===== src/rtl/pipeline_ctrl_pkg.sv =====
// pipeline_ctrl_pkg
// Shared definitions for the pipeline control block:
//   - state_t      : FSM state encodings (RUN / MEM_WAIT / ERROR)
//   - ctrl_t       : bundle of the five pipeline-register control lines
//   - DEF_CNT_W, DEF_MEM_TIMEOUT, WAIT_W : default parameters and wait counter width
//   - run_decode() : normal-operation control decode, shared by RUN and the
//                    MEM_WAIT completion cycle
package pipeline_ctrl_pkg;

    localparam int DEF_CNT_W       = 16;
    localparam int DEF_MEM_TIMEOUT = 63;
    localparam int WAIT_W          = 6;

    typedef enum logic [1:0] {
        ST_RUN      = 2'd0,
        ST_MEM_WAIT = 2'd1,
        ST_ERROR    = 2'd2
    } state_t;

    typedef struct packed {
        logic pc_freeze;
        logic if_id_freeze;
        logic if_id_flush;
        logic id_ex_flush;
        logic pipe_freeze;
    } ctrl_t;

    localparam ctrl_t CTRL_IDLE   = '{default: 1'b0};
    localparam ctrl_t CTRL_FREEZE = '{pc_freeze: 1'b1, if_id_freeze: 1'b1,
                                      if_id_flush: 1'b0, id_ex_flush: 1'b0,
                                      pipe_freeze: 1'b1};

    // Priority: memory stall, then taken branch (which makes any hazard moot,
    // since the dependent instruction is being squashed), then hazard bubble.
    function automatic ctrl_t run_decode(input logic mem_stall,
                                         input logic branch_taken,
                                         input logic hazard_detected);
        ctrl_t c;
        c = CTRL_IDLE;
        if (mem_stall) begin
            c = CTRL_FREEZE;
        end else if (branch_taken) begin
            c.if_id_flush = 1'b1;
            c.id_ex_flush = 1'b1;
        end else if (hazard_detected) begin
            c.pc_freeze    = 1'b1;
            c.if_id_freeze = 1'b1;
            c.id_ex_flush  = 1'b1;
        end
        return c;
    endfunction

endpackage


===== src/rtl/pipeline_ctrl_sat_counter.sv =====
// sat_counter
// Saturating up-counter with synchronous clear.
//   clk   : clock, rising edge
//   rst   : asynchronous active-low reset, zeroes count
//   clr   : synchronous clear, wins over inc
//   inc   : count up by one this cycle (held at all-ones once reached)
//   count : current count value
module sat_counter #(
    parameter int W = 16
) (
    input  logic         clk,
    input  logic         rst,
    input  logic         clr,
    input  logic         inc,
    output logic [W-1:0] count
);

    always_ff @(posedge clk or negedge rst) begin
        if (!rst) begin
            count <= '0;
        end else if (clr) begin
            count <= '0;
        end else if (inc && (count != {W{1'b1}})) begin
            count <= count + W'(1);
        end
    end

endmodule


===== src/rtl/pipeline_ctrl.sv =====
// pipeline_ctrl
// Pipeline hazard / stall / flush controller with memory-wait timeout and
// two saturating performance counters.
//   clk, rst        : clock (rising edge) and asynchronous active-low reset
//   hazard_detected : load-use / RAW hazard from the hazard unit
//   branch_taken    : taken branch resolved in EXE
//   mem_req         : MEM stage issues an access this cycle
//   mem_ready       : memory reports the access complete
//   clr_cnt         : synchronous clear of stall_cnt and flush_cnt
//   pc_freeze, if_id_freeze, if_id_flush, id_ex_flush, pipe_freeze :
//                     Mealy control lines to the pipeline registers
//   mem_err         : sticky memory-timeout error
//   state           : registered FSM state (debug / observation)
//   stall_cnt       : cycles with pc_freeze high
//   flush_cnt       : cycles with if_id_flush high
//
// Memory handshake: mem_req is a request-valid held by the MEM stage; the
// access completes on the cycle mem_ready is high. A request seen with
// mem_ready low in RUN stalls the pipe and moves to MEM_WAIT, where the FSM
// waits for mem_ready regardless of mem_req. A mem_ready on the same cycle
// as the request completes without any stall.
module pipeline_ctrl
    import pipeline_ctrl_pkg::*;
#(
    parameter int CNT_W       = DEF_CNT_W,
    parameter int MEM_TIMEOUT = DEF_MEM_TIMEOUT
) (
    input  logic             clk,
    input  logic             rst,
    input  logic             hazard_detected,
    input  logic             branch_taken,
    input  logic             mem_req,
    input  logic             mem_ready,
    input  logic             clr_cnt,
    output logic             pc_freeze,
    output logic             if_id_freeze,
    output logic             if_id_flush,
    output logic             id_ex_flush,
    output logic             pipe_freeze,
    output logic             mem_err,
    output logic [1:0]       state,
    output logic [CNT_W-1:0] stall_cnt,
    output logic [CNT_W-1:0] flush_cnt
);

    localparam logic [WAIT_W-1:0] TIMEOUT_CNT = WAIT_W'(MEM_TIMEOUT);

    state_t            state_q, state_d;
    logic [WAIT_W-1:0] wait_q, wait_d;
    ctrl_t             ctrl;
    logic              mem_stall;

    assign mem_stall = mem_req && !mem_ready;

    always_ff @(posedge clk or negedge rst) begin
        if (!rst) begin
            state_q <= ST_RUN;
            wait_q  <= '0;
            mem_err <= 1'b0;
        end else begin
            state_q <= state_d;
            wait_q  <= wait_d;
            if (state_d == ST_ERROR) begin
                mem_err <= 1'b1;
            end
        end
    end

    always_comb begin
        state_d = state_q;
        wait_d  = '0;
        ctrl    = CTRL_IDLE;
        case (state_q)
            ST_RUN: begin
                ctrl = run_decode(mem_stall, branch_taken, hazard_detected);
                if (mem_stall) begin
                    state_d = ST_MEM_WAIT;
                end
            end
            ST_MEM_WAIT: begin
                if (mem_ready) begin
                    // Access completes: behave as RUN this very cycle.
                    ctrl    = run_decode(1'b0, branch_taken, hazard_detected);
                    state_d = ST_RUN;
                end else begin
                    ctrl = CTRL_FREEZE;
                    if (wait_q == TIMEOUT_CNT) begin
                        state_d = ST_ERROR;
                    end else begin
                        wait_d = wait_q + WAIT_W'(1);
                    end
                end
            end
            default: begin
                // ERROR and the unused code 2'd3: frozen until reset.
                ctrl    = CTRL_FREEZE;
                state_d = ST_ERROR;
            end
        endcase
    end

    assign pc_freeze    = ctrl.pc_freeze;
    assign if_id_freeze = ctrl.if_id_freeze;
    assign if_id_flush  = ctrl.if_id_flush;
    assign id_ex_flush  = ctrl.id_ex_flush;
    assign pipe_freeze  = ctrl.pipe_freeze;
    assign state        = state_q;

    sat_counter #(.W(CNT_W)) u_stall_cnt (
        .clk   (clk),
        .rst   (rst),
        .clr   (clr_cnt),
        .inc   (ctrl.pc_freeze),
        .count (stall_cnt)
    );

    sat_counter #(.W(CNT_W)) u_flush_cnt (
        .clk   (clk),
        .rst   (rst),
        .clr   (clr_cnt),
        .inc   (ctrl.if_id_flush),
        .count (flush_cnt)
    );

endmodule


===== config.mk =====
export PLATFORM = sky130hd
export DESIGN_NAME = pipeline_ctrl
export DESIGN_NICKNAME = d
export VERILOG_FILES = /design/src/rtl/pipeline_ctrl_pkg.sv /design/src/rtl/pipeline_ctrl_sat_counter.sv /design/src/rtl/pipeline_ctrl.sv
export SDC_FILE = /design/constraint.sdc
export NUM_CORES = 1
export LEC_CHECK = 0
export ABC_CLOCK_PERIOD_IN_PS = 1650
export BUFFER_PORTS_ARGS = -buffer_cell sky130_fd_sc_hd__buf_4
export CORE_MARGIN = 5
export CORE_UTILIZATION = 30
export DETAILED_ROUTE_END_ITERATION = 7
export SYNTH_ARGS = -nofsm -noshare
export SYNTH_HDL_FRONTEND = slang
export SYNTH_SLANG_ARGS = --single-unit

===== constraint.sdc =====
create_clock -name clk -period 1.65 [get_ports clk]
set_clock_uncertainty 0.1 [all_clocks]
set_input_delay 0.0825 -clock clk [delete_from_list [all_inputs] [get_ports clk]]
set_output_delay 0.0825 -clock clk [all_outputs]
set_load 0.1 [all_outputs]

Word level (Yosys, flattened, before mapping) --
Index checks and enable logic that the tools add are counted.
Word-level totals: flip-flop bits (word level) 41, bits of input ports 7, output and inout bits 40, word-level logic and storage cells 40
Operators by class: add/sub/neg operators 3, equality and inequality tests 5, multiplexer cells 20, reductions and logical operators 7
Operator list (number):
- 16-bit two-way mux | 4
- 16-bit by 1-bit adder with 16-bit output, second input constant | 2
- 16-bit inequality test, second input constant | 2
- 6-bit two-way mux | 3
- 2-bit two-way mux | 5
- 5-bit case mux with 2 select lines | 1
- 6-bit by 1-bit adder with 6-bit output, second input constant | 1
- 6-bit equality test, second input constant | 1
- 5-bit two-way mux | 1
- 1-bit two-way mux | 4
- 4-bit two-way mux | 1
- 2-bit case mux with 2 select lines | 1
- 2-bit nonzero test | 2
- 1-bit logical AND | 3
- 2-bit by 1-bit equality test with 1-bit output, second input constant | 1
- 2-bit equality test, second input constant | 1
- 2-bit zero test | 1
- 1-bit zero test | 1

Depth between registers and ports, before layout --
Gate-level depths: netlist of run 1.
depth after elaboration 7, depth in mapped cells 7, depth with buffers taken out 5

Cells and area by module --
A second synthesis of run 1 with hierarchy kept.
Unflattened totals: cell total of the unflattened synthesis 238, area total of the unflattened synthesis 2317.2 µm²
Modules (own cells, without submodules):
- sat_counter | times used 2, cells an instance 98, area each 942.2 µm², sequential area each 400.4 µm²
- pipeline_ctrl | times used 1, cells an instance 42, area each 432.9 µm², sequential area each 225.2 µm²

Least setup slack after synthesis of run 1 --
Ideal clock, no wire load.
path kind register to output, start point reg state_q[0] (netlist: state[0]), end point out id_ex_flush, arrival time 3323 ps, required time 1467 ps, path slack -1855 ps, cell stages (with the launch flop) 4, buffers on the path 0, cell sequence dfrtp_1 > o21bai_4 > nand2b_1 > nor2_1
On the way: longest elaborated chain between the ends 2, elaborated cells between the ends (all ways) 3, classes of those cells eq/ne (1); mux (1); reduce/logical (1)
RTL lines:
- from (decl) | line pipeline_ctrl.sv:48 | state_t state_q, state_d;
- from (signal assigned) | line pipeline_ctrl.sv:61 | state_q <= state_d;
- 2-bit by 1-bit equality test with 1-bit output / 2-bit zero test (equally long branches) | line pipeline_ctrl.sv:73 | case (state_q)
- 5-bit case mux with 2 select lines (*) | line pipeline_ctrl.sv:73
- to (decl) | line pipeline_ctrl.sv:38 | output logic id_ex_flush,
Mark *: on every way between the ends. The rest lies on a longest branch, timed or not.

Worst setup path after layout of run 1 --
start point reg state_q[0] (netlist: state[0]), end point reg u_flush_cnt.count[10]
On the way: longest elaborated chain between the ends 4, elaborated cells between the ends (all ways) 5, classes of those cells eq/ne (1); mux (1); reduce/logical (3)
RTL lines:
- 2-bit by 1-bit equality test with 1-bit output / 2-bit zero test (equally long branches) | line pipeline_ctrl.sv:73
- 5-bit case mux with 2 select lines (*) | line pipeline_ctrl.sv:73
- 1-bit logical AND (*) | line pipeline_ctrl_sat_counter.sv:23 | end else if (inc && (count != {W{1'b1}})) begin
- 2-bit nonzero test (no source line) (*)
- to (signal assigned) | line pipeline_ctrl_sat_counter.sv:24 | count <= count + W'(1);
- to (decl) | line pipeline_ctrl_sat_counter.sv:15 | output logic [W-1:0] count
Marked as above. A chain may end at the register's enable or synchronous reset.

==> impl_metrics.ini, run 1 <==
[final_layout]
seq_area_um2 = 1140
synthToLayoutAreaGrowth_pct = 78.1
multiInputGateArea_um2 = 1730
finish.instance_area_um2 = 4380
drive_gt1_frac = 0.679
fin_util = 0.542
diodes = 0
fill_cells = 716
final_nets = 395
finalNonFillerCells = 491

[die]
core_region_area_um2 = 8090
fp.dieH_um = 101
io_pins = 47
die-width_um = 101
rows = 33
start_util = 0.304
die_area_um2 = 10100

[critical_path]
worstPathMaxFanout = 5
ff2ff_setup_slack_ns = -0.17
critical_path.max_stage_delay_ns = 0.51
r2r_cells = 6
cpMaxStageDelayCell = dfrtp_4
r2r_end = u_flush_cnt.count[10]$_DFFE_PN0P_
cp_cell_sequence = o21bai_4, buf_12, buf_6, nand4b_4, or4_4, a21oi_2
cp.required_ns = 1.78
cp.arrival_ns = 1.95
end_kind = flip-flop
crit_family = simple AND/OR/NAND/NOR gates
critPathKind = flip-flop to flip-flop
worst-path-buf-inv = 2
reg2reg_from = state[0]$_DFF_PN0_
startpoint_type = flip-flop

[hold_path]
hold_start = mem_req
hold_path_class = primary input to flip-flop
whs_path_depth = 3
holdPathEnd = state[0]$_DFF_PN0_

[synthesis]
yosys_warnings = 0
synth_edf_count = 0
yosysTopAreaCell = dfrtp_1
synth_area_leaders = dfrtp_1, o31ai_1, a21oi_1
synthFlopType = dfrtp_1
syn_avg_cell_area_um2 = 10.0
synth_top_area_frac = 0.417
synthArstFlopShare = 1.00
synth_common_cells = dfrtp_1, a21oi_1, nor2_1
yosysUniqueCellTypes = 53
synth.most_common_cell = dfrtp_1
netlist_instances = 245
syn_nets = 255
ys_ff_latch = 41
yosysSeqAreaShare = 0.417
synth_area_um2 = 2460

[timing]
slew_headroom = 0.622
rsz0062_at_grt = true
hold_viol = 0
worst_slew_pin_slew_ns = 0.566
tns_ns = -3.80
clock.fmax_ghz = 0.549
final.setup.worst_slack_ns = -0.172
report.final.slew_viol_count = 0
setup_viol = 37
timing.final.crit_share = 1.10
hold_slack_ns = 0.0272
fin_crit_ns = 1.82

[power_and_ir_drop]
p_total_mw = 2.36
peakVddDrop_mv = 0.344
pwr_density_cell_nw_per_um2 = 538
power.leakage_nw = 1.88

[clock_tree]
clock_latency_ns = 0.30
cts_sinks = 41
numCtsBuffers = 5
clkTransAtPathRegs_ns = 0.08
cts_root_buffer = clkbuf_8
htreeDepth = 2
cts_tree = yes
clk_path_buf_depth = 2

[global_routing]
grt_pass1_wl_um = 12100
grt_pass1_vias = 2506
grt_max_degree = 42
grt_usage = 0.147
antenna_found_initial = 0
overflow = 0

[drt]
drt-wirelength-per-cell_um = 15.6
num_vias = 2532
viasPerCell = 5.16
drtPass1Iterations = 4
drt_iter0_drc = 127
ant_nets = 0
drt_wl_total_um = 7670
drc = 0

[status]
failed_checks = negative setup slack
status = finished with violations

[placement]
portBuffers = 46
place_congestion = 0.754
dp_hpwl_um = 4950
place_area_um2 = 3610
dp_cells = 451
place_ws_ns = -0.156

[job]
cap_violations = 0
[kinds of logic (layout without fill, tap and decap cells)]
logic type | Yosys count | after routing | synth area share
simple gates | 111 | 112 | 0.318
xor+xnor | 4 | 4 | 0.0142
flops | 41 | 41 | 0.417
mux | 5 | 5 | 0.0244
buf+inv | 20 | 160 | 0.0473
compound gates | 61 | 61 | 0.164
fa+ha+maj | 3 | 3 | 0.0153
[worst reg2reg max path, delay by kind of cell, from the launching register on]
| family | cells | cell delay [ns] |
|---|---|---|
| buf+inv | 2 | 0.25 |
| compound gates | 2 | 0.34 |
| flops | 1 | 0.51 |
| simple gates | 2 | 0.55 |
[power breakdown]
group          internal, mW  switching, mW
clock                 0.494          0.375
sequential             1.02         0.0142
combinational         0.162          0.293
total                  1.68          0.682
[repair_timing]
item | CTS | global route
setup buffers | 16 | 14
cloned | 0 | 2
hold buffers | 2 | 0
gates resized for setup | 41 | 50
pin swaps | 21 | 13
endpoints found under the setup margin | 34 | 42
endpoints found under the hold margin | 44 | 0
[cell usage in the layout (no fill, tap or decap), types with 4 or more instances in the layout]
master,n
dfrtp_4,29
and3_1,4
nand4_1,6
nand2_1,10
nor4_4,4
dfrtp_2,5
a21oi_1,10
a21oi_2,14
buf_12,5
inv_1,5
nand3_1,11
o21ai_1,6
nor2b_1,7
or3_1,4
buf_6,19
nor2_1,17
dfrtp_1,7
o31ai_1,12
buf_4,117
or4_1,6
or4_4,9
clkbuf_8,6
mux2_4,4
nand4_4,4
[registers in the layout, indices dropped and copies added (netlist names)]
signal and cells:
u_flush_cnt.count 16, u_stall_cnt.count 16, wait_q 6, state 2, mem_err 1
[area by class of cell]
type                       count  share of cell area
clock buffer                   7              0.0197
clock inverter                 1             0.00685
inverter                       7             0.00771
multi-input combinational    185               0.394
sequential                    41               0.260
tap                          105              0.0300
timing repair buffer         145               0.281
[worst max path at each step]
stage                                      startpoint                                end  slack [ns]  cells past startpoint
finish                             state[0]$_DFF_PN0_  u_flush_cnt.count[10]$_DFFE_PN0P_       -0.17                      6
global route                       state[0]$_DFF_PN0_  u_flush_cnt.count[10]$_DFFE_PN0P_       -0.24                      6
global placement    u_stall_cnt.count[11]$_DFFE_PN0P_  u_stall_cnt.count[10]$_DFFE_PN0P_       -0.12                      4
detailed placement   u_flush_cnt.count[1]$_DFFE_PN0P_   u_flush_cnt.count[5]$_DFFE_PN0P_       -0.16                      6
CTS                                state[0]$_DFF_PN0_                       if_id_freeze       -0.18                      4
floorplan                          state[0]$_DFF_PN0_   u_stall_cnt.count[8]$_DFFE_PN0P_       -0.67                      6
[metal layers]
| layer | up-vias | global-route usage | wire length (µm) |
|---|---|---|---|
| met5 | - | 0 | 0 |
| met4 | 0 | 0.0487 | 93 |
| met3 | 9 | 0.0284 | 305 |
| met2 | 52 | 0.243 | 3850 |
| met1 | 1251 | 0.193 | 3410 |
| li1 | 1220 | - | - |
Power figures use the tool's default switching activity.
==> inputs of run 2 (changes only) <==
--- a/config.mk
+++ b/config.mk
@@ -5,11 +5,14 @@
 export SDC_FILE = /design/constraint.sdc
 export NUM_CORES = 1
 export LEC_CHECK = 0
-export ABC_CLOCK_PERIOD_IN_PS = 1650
+export ABC_CLOCK_PERIOD_IN_PS = 1800
 export BUFFER_PORTS_ARGS = -buffer_cell sky130_fd_sc_hd__buf_4
+export CELL_PAD_IN_SITES_DETAIL_PLACEMENT = 1
+export CELL_PAD_IN_SITES_GLOBAL_PLACEMENT = 2
 export CORE_MARGIN = 5
 export CORE_UTILIZATION = 30
 export DETAILED_ROUTE_END_ITERATION = 7
+export PLACE_DENSITY_LB_ADDON = 0.1
 export SYNTH_ARGS = -nofsm -noshare
 export SYNTH_HDL_FRONTEND = slang
 export SYNTH_SLANG_ARGS = --single-unit
==> constraint.sdc (replaced) <==
create_clock -name clk -period 1.8 [get_ports clk]
set_clock_uncertainty 0.1 [all_clocks]
set_input_delay 0.09 -clock clk [delete_from_list [all_inputs] [get_ports clk]]
set_output_delay 0.09 -clock clk [all_outputs]
set_load 0.1 [all_outputs]
==> run 2 against run 1 <==
Clock-buffer cell count shrank 1. Hold slack better by 0.032 ns. Register-to-register slack gained 0.14 ns. Worst setup slack gained 0.13 ns. Flip-flop and latch count stayed put. Largest power group unchanged. The run still ends with negative setup slack left. Global-route usage up 0.24 points. Critical path type is now flip-flop to primary output. Design area decreased by 11%. Final cell count is 8.8% lower. Non-clock buffer count decreased by 43.
==> impl_metrics.ini, run 2 (synthesized netlist as in run 1, its figures left out) <==
[global_routing]
antenna_found_initial = 0
grt_usage = 0.149
grt_max_degree = 42
grt_pass1_vias = 2419
grt_pass1_wl_um = 12000
overflow = 0

[final_layout]
mostFrequentLayoutCells = buf_4, dfrtp_4, nor2_1, o31ai_1, a21oi_2
fill_cells = 909
multiInputGateArea_um2 = 1600
largest_registers = u_flush_cnt.count (16), u_stall_cnt.count (16), wait_q (6)
drive_gt1_frac = 0.615
final_nets = 352
finish.instance_area_um2 = 3890
diodes = 0
seq_area_um2 = 1140
final_common_cell = buf_4
finalNonFillerCells = 448
synthToLayoutAreaGrowth_pct = 58.2

[hold_path]
hold_start = mem_req
hold_path_class = primary input to flip-flop
holdPathEnd = state[0]$_DFF_PN0_
whs_path_depth = 3

[timing]
report.final.slew_viol_count = 0
rsz0062_at_grt = true
fin_crit_ns = 1.84
worst_slew_pin_slew_ns = 0.577
timing.final.crit_share = 1.02
hold_viol = 0
clock.fmax_ghz = 0.543
slew_headroom = 0.616
setup_viol = 6
final.setup.worst_slack_ns = -0.0421

[clock_tree]
clkTransAtPathRegs_ns = 0.08
cts_root_buffer = clkbuf_8
numCtsBuffers = 5
clk_path_buf_depth = 2
cts_sinks = 41
htreeDepth = 2
cts_tree = yes
clock_latency_ns = 0.29

[power_and_ir_drop]
switching_share = 0.291
peakVddDrop_mv = 0.303
pwr_density_cell_nw_per_um2 = 548
pwr-share-seq = 0.445
power_frac_clock = 0.375
power.internal_mw = 1.51
power.leakage_nw = 1.61
combPwrFrac = 0.181
power.switching_mw = 0.621

[placement]
dp_hpwl_um = 5190
place_congestion = 0.756
place_area_um2 = 3400
portBuffers = 46
dp_cells = 423

[drt]
ant_nets = 0
drt_wl_total_um = 7910
num_vias = 2346
drt-wirelength-per-cell_um = 17.6
drt_iter0_drc = 38
viasPerCell = 5.24
drtPass1Iterations = 4
drc = 0

[die]
die_area_um2 = 10100
core_region_area_um2 = 8090
rows = 33
io_pins = 47
die-width_um = 101
fp.dieH_um = 101
start_util = 0.304

[critical_path]
critical_path.max_stage_delay_ns = 0.51
cp.required_ns = 1.61
end_kind = primary output
r2r_cells = 6
r2r_end = u_flush_cnt.count[2]$_DFFE_PN0P_
ff2ff_setup_slack_ns = -0.03
worstPathMaxFanout = 4
reg2reg_from = state[1]$_DFF_PN0_
cpMaxStageDelayCell = dfrtp_4
cp.arrival_ns = 1.65
cp_cell_sequence = o21ba_4, nor3_4, clkinvlp_4, buf_12
startpoint_type = flip-flop
critPathKind = flip-flop to primary output

[job]
cap_violations = 0

[status]
status = finished with violations
failed_checks = negative setup slack
## run 2: routing by layer
layer | wire (µm) | part of all wire | vias up | GRT usage
met5 | 0 | 0 | - | 0
met4 | 39 | 0.0049 | 0 | 0.0332
met3 | 298 | 0.038 | 2 | 0.0284
met2 | 3950 | 0.50 | 36 | 0.258
met1 | 3620 | 0.46 | 1188 | 0.193
li1 | - | - | 1120 | -
## run 2: power by group through the flow
stage | sequential, mW | clock, mW | combinational [mW]
3_3_place_gp | 0.969 | 0 | 0.321
3_5_place_dp | 0.970 | 0 | 0.324
5_1_grt | 0.951 | 0.876 | 0.410
4_1_cts | 0.950 | 0.831 | 0.345
6_report | 0.949 | 0.800 | 0.386
2_1_floorplan | 1.04 | 0 | 0.156
## run 2: stage by stage
step                total power, mW  hold WS (ns)  TNS (ns)  utilization  setup WS, ns
finish                         2.13        0.0589    -0.149        0.481       -0.0421
CTS                            2.13        0.0463    -0.173        0.446       -0.0781
global route                   2.24        0.0505     -1.61        0.481        -0.139
floorplan                      1.19        -0.306     -4.49            -        -0.522
global placement               1.29        0.0291  -0.00132        0.420      -0.00132
detailed placement             1.29        0.0280   -0.0294        0.420       -0.0242
## run 2: how the worst max path moves through the flow
stage                                                  from                                 to  depth (start not counted)
after floorplan                          state[0]$_DFF_PN0_   u_stall_cnt.count[8]$_DFFE_PN0P_                          6
after CTS                                state[0]$_DFF_PN0_                          pc_freeze                          4
after global placement    u_stall_cnt.count[10]$_DFFE_PN0P_  u_stall_cnt.count[10]$_DFFE_PN0P_                          4
after global routing                     state[0]$_DFF_PN0_                       if_id_freeze                          4
after detailed placement   u_flush_cnt.count[1]$_DFFE_PN0P_   u_flush_cnt.count[7]$_DFFE_PN0P_                          6
final                                    state[0]$_DFF_PN0_                       if_id_freeze                          4
## run 2: critical path, delay by kind of cell (launching register included)
| kind | cells | cell delay, ns |
|---|---|---|
| AND/OR/NAND/NOR | 1 | 0.17 |
| buffers and inverters | 2 | 0.46 |
| flip-flops | 1 | 0.51 |
| AO/OA/AOI/OAI | 1 | 0.22 |
## run 2: layout make-up
class                           count  area share
Clock buffer                        6      0.0212
Timing Repair Buffer              102       0.222
Tap cell                          105      0.0337
Sequential cell                    41       0.293
Clock inverter                      2     0.00964
Multi-Input combinational cell    185       0.412
Inverter                            7     0.00868
## run 2: timing repair
action	CTS	global route
cloned	0	2
hold endpoints to repair	42	0
setup endpoints to repair	7	26
setup buffers	3	13
pin swaps	5	25
resized for setup	11	58
hold buffers	2	0
